<file path="src/rtl/traffic_ctrl_param.sv">
// -----------------------------------------------------------------------------
// traffic_ctrl_param
//
// Intersection controller for one car signal head and one pedestrian head.
// Car phases run GREEN -> YEL1 -> LEFT -> YEL2, then either the pedestrian
// phases WALK -> FLASH -> ALLRED (when a push-button request is pending) or
// straight to ALLRED, then back to GREEN. Phase lengths are given in ticks; a
// tick is produced by an internal prescaler every TICK_DIV clocks, so a phase
// of length T lasts exactly T*TICK_DIV clocks.
//
// Optional feature (macro TRAFFIC_NIGHT_FLASH_EN):
//   Adds input i_night. At the end of ALLRED with i_night=1 the controller
//   enters NIGHT: car head blinks yellow (T_YELLOW ticks on, T_YELLOW ticks
//   off), walker head dark, requests ignored. i_night=0 returns via a full
//   ALLRED to GREEN. NIGHT reports o_state=0, like IDLE.
//
// Ports:
//   clk               in   clock
//   reset_n           in   synchronous, active-low reset
//   i_start           in   run enable; low forces IDLE (dark) at the next edge
//   i_ped_req         in   pedestrian request, level or pulse
//   i_night           in   night-flash request (only with TRAFFIC_NIGHT_FLASH_EN)
//   o_car_traffic     out  one-hot {RED,YELLOW,LEFT,GREEN}; 0000 = dark
//   o_walker_traffic  out  one-hot {RED,GREEN}; 00 = dark
//   o_ped_ack         out  1-clk pulse on the first clk of WALK
//   o_state           out  FSM state encoding for debug
// -----------------------------------------------------------------------------
module traffic_ctrl_param #(
   parameter int TICK_DIV = 1,
   parameter int T_GREEN  = 21,
   parameter int T_YELLOW = 2,
   parameter int T_LEFT   = 10,
   parameter int T_WALK   = 14,
   parameter int T_FLASH  = 6,
   parameter int T_ALLRED = 14,
   parameter int CW       = 8
) (
   input  logic       clk,
   input  logic       reset_n,
   input  logic       i_start,
   input  logic       i_ped_req,
`ifdef TRAFFIC_NIGHT_FLASH_EN
   input  logic       i_night,
`endif
   output logic [3:0] o_car_traffic,
   output logic [1:0] o_walker_traffic,
   output logic       o_ped_ack,
   output logic [2:0] o_state
);

`ifdef TRAFFIC_NIGHT_FLASH_EN
   // NIGHT needs its own internal code; its low three bits read as 0 on o_state.
   localparam int SW = 4;
`else
   localparam int SW = 3;
`endif

   typedef enum logic [SW-1:0] {
      S_IDLE   = SW'(0),
      S_GREEN  = SW'(1),
      S_YEL1   = SW'(2),
      S_LEFT   = SW'(3),
      S_YEL2   = SW'(4),
      S_WALK   = SW'(5),
      S_FLASH  = SW'(6),
`ifdef TRAFFIC_NIGHT_FLASH_EN
      S_ALLRED = SW'(7),
      S_NIGHT  = SW'(8)
`else
      S_ALLRED = SW'(7)
`endif
   } state_t;

   state_t        state, nxt_state;
   logic [CW-1:0] presc, nxt_presc;
   logic [CW-1:0] timer, nxt_timer;
   logic          ped_pending, nxt_pending;
   logic [CW-1:0] phase_last;
   logic          tick, phase_end, req_ok;
   logic [3:0]    nxt_car;
   logic [1:0]    nxt_walker;
   logic          nxt_ack;
`ifdef TRAFFIC_NIGHT_FLASH_EN
   logic          blink_off, nxt_blink_off;
`endif

   always_comb begin
      // Last timer value of the current phase.
      case (state)
         S_GREEN:  phase_last = CW'(T_GREEN  - 1);
         S_YEL1:   phase_last = CW'(T_YELLOW - 1);
         S_LEFT:   phase_last = CW'(T_LEFT   - 1);
         S_YEL2:   phase_last = CW'(T_YELLOW - 1);
         S_WALK:   phase_last = CW'(T_WALK   - 1);
         S_FLASH:  phase_last = CW'(T_FLASH  - 1);
         S_ALLRED: phase_last = CW'(T_ALLRED - 1);
`ifdef TRAFFIC_NIGHT_FLASH_EN
         S_NIGHT:  phase_last = CW'(T_YELLOW - 1);
`endif
         default:  phase_last = '0;
      endcase

      tick      = (presc == CW'(TICK_DIV - 1));
      phase_end = tick && (timer == phase_last);

      // Requests latch everywhere except where they are meaningless.
      req_ok = (state != S_IDLE) && (state != S_WALK);
`ifdef TRAFFIC_NIGHT_FLASH_EN
      req_ok = req_ok && (state != S_NIGHT);
      nxt_blink_off = blink_off;
`endif

      // NOTE: every variable of this always_comb gets a default before any
      // branch so that no path leaves one unassigned (which would infer a latch).
      nxt_state   = state;
      nxt_presc   = tick ? '0 : presc + CW'(1);
      nxt_timer   = tick ? timer + CW'(1) : timer;
      nxt_pending = ped_pending | (i_ped_req & req_ok);

      case (state)
         S_IDLE:  nxt_state = S_GREEN;
         S_GREEN: if (phase_end) nxt_state = S_YEL1;
         S_YEL1:  if (phase_end) nxt_state = S_LEFT;
         S_LEFT:  if (phase_end) nxt_state = S_YEL2;
         S_YEL2: begin
            // Decision uses the registered flag; a request arriving on this
            // very clk is served together with it (clear wins).
            if (phase_end) begin
               if (ped_pending) begin
                  nxt_state   = S_WALK;
                  nxt_pending = 1'b0;
               end else begin
                  nxt_state = S_ALLRED;
               end
            end
         end
         S_WALK:  if (phase_end) nxt_state = S_FLASH;
         S_FLASH: if (phase_end) nxt_state = S_ALLRED;
`ifdef TRAFFIC_NIGHT_FLASH_EN
         S_ALLRED: if (phase_end) nxt_state = i_night ? S_NIGHT : S_GREEN;
         S_NIGHT: begin
            if (!i_night) begin
               nxt_state = S_ALLRED;
            end else if (phase_end) begin
               // Each half of the blink is one T_YELLOW-long stretch.
               nxt_timer     = '0;
               nxt_blink_off = ~blink_off;
            end
         end
`else
         S_ALLRED: if (phase_end) nxt_state = S_GREEN;
`endif
         default: nxt_state = S_IDLE;
      endcase

      // Every state entry restarts the prescaler and phase timer.
      if (nxt_state != state) begin
         nxt_presc = '0;
         nxt_timer = '0;
`ifdef TRAFFIC_NIGHT_FLASH_EN
         nxt_blink_off = 1'b0;
`endif
      end

      if (!i_start) begin
         nxt_state   = S_IDLE;
         nxt_presc   = '0;
         nxt_timer   = '0;
         nxt_pending = 1'b0;
`ifdef TRAFFIC_NIGHT_FLASH_EN
         nxt_blink_off = 1'b0;
`endif
      end

      // Output decode of the state being entered, so the registered outputs
      // line up with the registered state.
      nxt_car    = 4'b0000;
      nxt_walker = 2'b00;
      case (nxt_state)
         S_GREEN:  begin nxt_car = 4'b0001; nxt_walker = 2'b10; end
         S_YEL1:   begin nxt_car = 4'b0100; nxt_walker = 2'b10; end
         S_LEFT:   begin nxt_car = 4'b0010; nxt_walker = 2'b10; end
         S_YEL2:   begin nxt_car = 4'b0100; nxt_walker = 2'b10; end
         S_WALK:   begin nxt_car = 4'b1000; nxt_walker = 2'b01; end
         S_FLASH:  begin nxt_car = 4'b1000; nxt_walker = nxt_timer[0] ? 2'b00 : 2'b01; end
         S_ALLRED: begin nxt_car = 4'b1000; nxt_walker = 2'b10; end
`ifdef TRAFFIC_NIGHT_FLASH_EN
         S_NIGHT:  begin nxt_car = nxt_blink_off ? 4'b0000 : 4'b0100; end
`endif
         default:  begin nxt_car = 4'b0000; nxt_walker = 2'b00; end
      endcase

      nxt_ack = (nxt_state == S_WALK) && (state != S_WALK);
   end

   // NOTE: sequential state uses non-blocking assignments only, so every
   // register samples the pre-edge values computed above.
   always_ff @(posedge clk) begin
      if (!reset_n) begin
         state            <= S_IDLE;
         presc            <= '0;
         timer            <= '0;
         ped_pending      <= 1'b0;
         o_car_traffic    <= 4'b0000;
         o_walker_traffic <= 2'b00;
         o_ped_ack        <= 1'b0;
`ifdef TRAFFIC_NIGHT_FLASH_EN
         blink_off        <= 1'b0;
`endif
      end else begin
         state            <= nxt_state;
         presc            <= nxt_presc;
         timer            <= nxt_timer;
         ped_pending      <= nxt_pending;
         o_car_traffic    <= nxt_car;
         o_walker_traffic <= nxt_walker;
         o_ped_ack        <= nxt_ack;
`ifdef TRAFFIC_NIGHT_FLASH_EN
         blink_off        <= nxt_blink_off;
`endif
      end
   end

   assign o_state = state[2:0];

endmodule

</file>
<file path="config.mk">
export PLATFORM = sky130hd
export DESIGN_NAME = traffic_ctrl_param
export DESIGN_NICKNAME = d
export VERILOG_FILES = /design/src/rtl/traffic_ctrl_param.sv
export SDC_FILE = /design/constraint.sdc
export NUM_CORES = 1
export LEC_CHECK = 0
export ABC_AREA = 1
export CAP_MARGIN = 20
export CORE_ASPECT_RATIO = 0.6
export CORE_UTILIZATION = 50
export CTS_CLUSTER_DIAMETER = 40
export DETAILED_ROUTE_END_ITERATION = 6
export HOLD_SLACK_MARGIN = 0.08
export PLACE_DENSITY = 0.71
export SLEW_MARGIN = 15
export SYNTH_ARGS = -nofsm -noshare
export SYNTH_HDL_FRONTEND = slang
export SYNTH_SLANG_ARGS = --single-unit
export TNS_END_PERCENT = 10
</file>
<file path="constraint.sdc">
create_clock -name clk -period 1.7 [get_ports clk]
set_input_delay 0.425 -clock clk [delete_from_list [all_inputs] [get_ports clk]]
set_output_delay 0.425 -clock clk [all_outputs]
set_load 0.03 [all_outputs]
</file>
Word-level counts from Yosys, hierarchy flattened
Index checks and enable logic that the tools add are counted.

Flip-flop bits (word level): 27. Bits of input ports: 4. Output and inout port bits: 10.

Equality and inequality tests: 17. Reduce and logical (&&, ||, !) cells: 14. Multiplexer cells: 20. Add/subtract/negate cells: 2. Bitwise logic cells: 4.

Operators by type and width (count): 5-bit one-hot mux with 5 select lines (1); 3-bit equality test, second input constant (8); 3-bit two-way mux (8); 3-bit one-hot mux with 8 select lines (1); 8-bit by 1-bit adder with 8-bit output, second input constant (2); 4-bit one-hot mux with 4 select lines (1); 3-bit by 2-bit equality test with 1-bit output, second input constant (4); 8-bit by 5-bit equality test with 1-bit output (1); 8-bit zero test (1); 1-bit two-way mux (7); 3-bit by 1-bit equality test with 1-bit output, second input constant (2); 2-bit one-hot mux with 3 select lines (1); 2-bit OR reduction (3); 3-bit OR reduction (2); 5-bit OR reduction (1); 4-bit OR reduction (1); 1-bit logical AND (3); 3-bit zero test (1); 3-bit inequality test (1); 3-bit inequality test, second input constant (1); 3-bit nonzero test (1); 2-bit two-way mux (1); 1-bit NOT (2); 2-bit AND reduction (1); 2 further kinds (2).

Depth between registers and ports, before layout
Word-level depth: 12. Gate-level depth with buffers: 15. Mapped depth without buffers: 15.

Worst setup path after synthesis
No wires, ideal clock.

Path type: flip-flop to flip-flop. From: register state[1] (netlist: o_state[1]). To: register o_walker_traffic[1]. Path buffers: 0. Data required time: 1576 ps. Cell stages (with the launch flop): 12. Path slack: -64 ps. Clock period less this slack: 1764 ps. Arrival time: 1640 ps. Cell sequence: dfxtp_1 nand2_1 nand3_1 nand2_1 nor2_2 nand3_2 nand2_1 nand3_1 nand2_2 nand2_2 nand2_1 a21oi_1.

Word-level cells in the longest chain between the ends: 11. Elaborated cells between the ends (all ways): 31.

Ends and longest elaborated chain: start, declared (RTL line 74) `state_t state, nxt_state;`; start signal, assigned (RTL line 211) `state <= nxt_state;`; 3-bit equality test or 3-bit by 2-bit equality test with 1-bit output (tied branches) (RTL line 89, 120); 2-bit OR reduction (no source line); 5-bit one-hot mux with 5 select lines (RTL line 89) `case (state)`; 8-bit by 5-bit equality test with 1-bit output (RTL line 104) `phase_end = tick && (timer == phase_last);`; 1-bit logical AND (RTL line 104); 3-bit two-way mux (tied with other cells) (RTL line 151) `S_ALLRED: if (phase_end) nxt_state = S_GREEN;`; 3-bit one-hot mux with 8 select lines * (RTL line 120) `case (state)`; 3-bit two-way mux * (RTL line 165) `if (!i_start) begin`; 3-bit equality test (tied with other cells) (RTL line 179) `case (nxt_state)`; 5-bit OR reduction (no source line); 2-bit one-hot mux with 3 select lines * (RTL line 179); end signal, assigned (RTL line 216) `o_walker_traffic <= nxt_walker;`; end, declared (RTL line 46) `output logic [1:0] o_walker_traffic,`.

Mark *: on every way between the ends. The rest lies on a longest branch, timed or not. A chain may end at the register's enable or synchronous reset.

Worst setup path after layout
From: register presc[5]. To: register o_car_traffic[0].

Word-level cells in the longest chain between the ends: 8. Elaborated cells between the ends (all ways): 21.

Ends and longest elaborated chain: start, declared (RTL line 75) `logic [CW-1:0] presc, nxt_presc;`; start signal, assigned (RTL line 212) `presc <= nxt_presc;`; 8-bit zero test * (RTL line 103) `tick = (presc == CW'(TICK_DIV - 1));`; 1-bit logical AND * (RTL line 104); 3-bit two-way mux (tied with other cells) (RTL line 151); 3-bit one-hot mux with 8 select lines * (RTL line 120); 3-bit two-way mux * (RTL line 165); 3-bit equality test or 3-bit by 2-bit equality test with 1-bit output (tied branches) (RTL line 179); 3-bit OR reduction (no source line) or 2-bit OR reduction (tied branches); 4-bit one-hot mux with 4 select lines * (RTL line 179); end signal, assigned (RTL line 215) `o_car_traffic <= nxt_car;`; end, declared (RTL line 45) `output logic [3:0] o_car_traffic,`.

Marked as above.

==> results by group <==
Critical path
  • Crit end category: flop
  • Worst EP required: 1.92 ns
  • Startpoint Class: flop
  • Crit Path Category: reg2reg
  • Worst EP arrival: 2.17 ns
  • Crit-path max FO: 4

Power
  • Pint: 862.1 µW
  • Max VDD drop: 0.6433 mV
  • Clock power share: 31.8%
  • Register share of total power: 54.8%
  • Switching portion of total power: 26.40%
  • NetSw: 309.3 µW
  • Power Density: 584.1 nW/µm²
  • Combinational power share: 13.4%
  • Leak Pwr: 0.9919 nW

Drt
  • Pre-antenna DRT Iters: 6
  • Antenna viol nets, final: 0
  • Final WL: 4.808 mm
  • Via Count: 1,572
  • Routed len/inst: 18.35 µm
  • Routed vias/inst: 6.000
  • Starting DRC count in detailed routing: 276
  • DRC: 0

Yosys
  • Xor-xnor portion of the synthesized cell area: 2.682%
  • Synth top area cells: dfxtp_1 (41%), nand2_1 (12%), nor2_1 (8.0%), inv_1 (7.5%), nand3_1 (5.4%)
  • Share of synthesized registers carrying an async set or reset: 0%
  • Adder-cell share of the synthesized area: 2.874%
  • Syn avg cell area: 7.061 µm²
  • Combinational family with the most area after synthesis: simple AND/OR/NAND/NOR gates
  • Largest area contributor in the netlist: dfxtp_1
  • Synth Cell Area: 1306 µm²
  • Synth cell types: 27
  • Syn Nets: 192
  • Yosys reg bits: 27
  • Post-synth EDFFs: 0
  • Yosys warns: 0
  • Synth Area in Compound Gates: 9.195%
  • Post-synth top flop: dfxtp_1
  • Post-synthesis sequential area ratio: 41.38%
  • Mapped Cells: 185
  • Simple-Gate Fraction of Synth Area: 34.96%
  • Mux contribution to synthesized area: 0%
  • Synth top area share: 41.38%

Final layout
  • Final #Nets: 240
  • Area delta synth->final: 53.54%
  • Fin util: 86.84%
  • Antenna Cells: 0
  • Commonest non-fill, non-tap cells in the layout: buf_4 (30), nand2_1 (28), inv_1 (23)
  • Share of layout cells above drive strength 1: 39.66%
  • Most common cell after layout, fill and taps aside: buf_4

Clocking
  • Worst skew pair latency: 0.28 ns
  • TritonCTS Sinks: 27
  • CTS Hold Bufs: 0
  • Clock root buffer: clkbuf_8
  • # H-tree levels: 1
  • TritonCTS buffer count: 3
  • TritonCTS clock tree: done
  • Worst-path clk slew: 0.09 ns
  • Clock Tree Buf Depth: 2

Timing
  • Clock skew: 0.007644 ns
  • Final period util: 114.7%
  • Worst relative slew slack: 66.84%
  • Setup ws final: -0.2505 ns
  • Fin crit period: 1.950 ns
  • Worst Max-Slew Pin Slew: 0.4936 ns
  • Fmax: 512.7 MHz
  • TNS Setup: -2.347 ns
  • Max Slew Vio Count: 0
  • Final hold vios: 0
  • RSZ-0062 raised after global routing: true
  • Endpoints failing setup: 22

Place
  • PortBufs: 13
  • Routability congestion estimate from global placement: 0.8728
  • Post-DP HPWL: 2.562 mm

Die
  • Core area: 2310 µm²
  • Die W: 67.99 µm
  • Starting Density: 56.55%
  • Row count: 13
  • Die Y: 41.59 µm
  • DIE AREA: 2828 µm²
  • # IOs: 14

GRT
  • Met3 Use GR: 9.066%
  • Largest net degree at the start of global routing: 15
  • Gr usage total: 26.77%
  • Grt total ovfl: 0
  • Grt peak-use layer: met1
  • Met2 GRT Util: 31.37%
  • First-pass GRT wire length: 5.609 mm
  • Met1 usage: 44.78%
  • Initial antenna violation count: 0
  • Vias in the first global route: 1,222

Hold path
  • Worst Hold Class: reg2reg

Flow run
  • Maxcap violations: 0

Run status
  • Failing checks: negative setup slack
  • Status: complete, but fails checks
stage by stage:
step	total power, mW	cell area (µm²)	worst slack [ns]	cells	hold WS [ns]
after floorplan	0.7245	1310	0.06130	185	0.4407
final	1.171	2006	-0.2505	262	0.5210
after detailed placement	0.7676	1665	-0.1483	253	0.4655
after CTS	1.126	1734	-0.02701	257	0.4791
after global routing	1.209	2006	-0.3335	262	0.5566
after global placement	0.7664	1665	-0.06981	253	0.4592
final timing paths:
path                            startpoint               end  cells past startpoint  slack, ns
worst max register to register    presc[5]  o_car_traffic[0]                     12      -0.25
worst min-delay path              timer[7]          timer[7]                      2       0.52
worst max-delay path              presc[5]  o_car_traffic[0]                     12      -0.25
worst min register to register    timer[7]          timer[7]                      2       0.52
critical path, stage by stage (launching register included):
cell     delay [ns]
dfxtp_1        0.36
nor2_1         0.16
nand2_1        0.15
nor2_4         0.15
nand2_2        0.09
nor2_4         0.20
nand3_4        0.15
nand2_4        0.11
nand3_4        0.11
nand2_4        0.13
nand2_4        0.07
buf_4          0.13
nor2_1         0.09
flip-flops by register name (all words and copies together) (netlist names):
name and flops:
o_walker_traffic 2, o_car_traffic 4, o_ped_ack 1, ped_pending 1, timer 8, o_state 3
presc 8
routing by layer:
metal / up-vias / routed length (µm)
met5: - / 0
met4: 0 / 260
met3: 45 / 642
met2: 146 / 1936
met1: 704 / 1969
li1: 677 / -
final cells by class:
cell class | count | area [µm²]
sequential | 27 | 551.8
fill | 111 | 304.0
timing repair buffer | 44 | 376.6
inverter | 29 | 111.4
multi-input combinational | 128 | 883.3
clock buffer | 4 | 45.04
tap | 30 | 37.54
synthesized netlist by cell type (2+ instances only):
library cell and n:
nand2_1 41, nor2_1 28, nand3_1 14, ha_1 3, inv_2 2, inv_1 26
nor3b_1 2, o21ai_1 4, nand2_2 5, nor3_1 7, xor2_1 3, dfxtp_1 27
nor2_2 3, a21oi_1 7
kinds of logic (layout without fill, tap and decap cells):
| logic type | Yosys count | after routing |
|---|---|---|
| buffers and inverters | 30 | 77 |
| flip-flops | 27 | 27 |
| AO/OA/AOI/OAI | 18 | 18 |
| adder cells (fa/ha/maj) | 3 | 3 |
| AND/OR/NAND/NOR | 103 | 103 |
| XOR/XNOR | 4 | 4 |
power groups by stage:
| stage | Combinational (mW) | Clock, mW | Sequential [mW] |
|---|---|---|---|
| finish | 0.157 | 0.373 | 0.642 |
| CTS | 0.111 | 0.374 | 0.642 |
| detailed placement | 0.109 | 0 | 0.658 |
| global route | 0.165 | 0.402 | 0.642 |
| global placement | 0.108 | 0 | 0.658 |
| floorplan | 0.0594 | 0 | 0.665 |
repair_timing:
item                                    in CTS  in global routing
setup buffers                                0                  5
endpoints found under the setup margin      15                 28
gates cloned                                 0                  0
pin swaps                                    1                 20
resized for setup                           13                 63
Note: power is estimated with default switching activity, not from simulation.
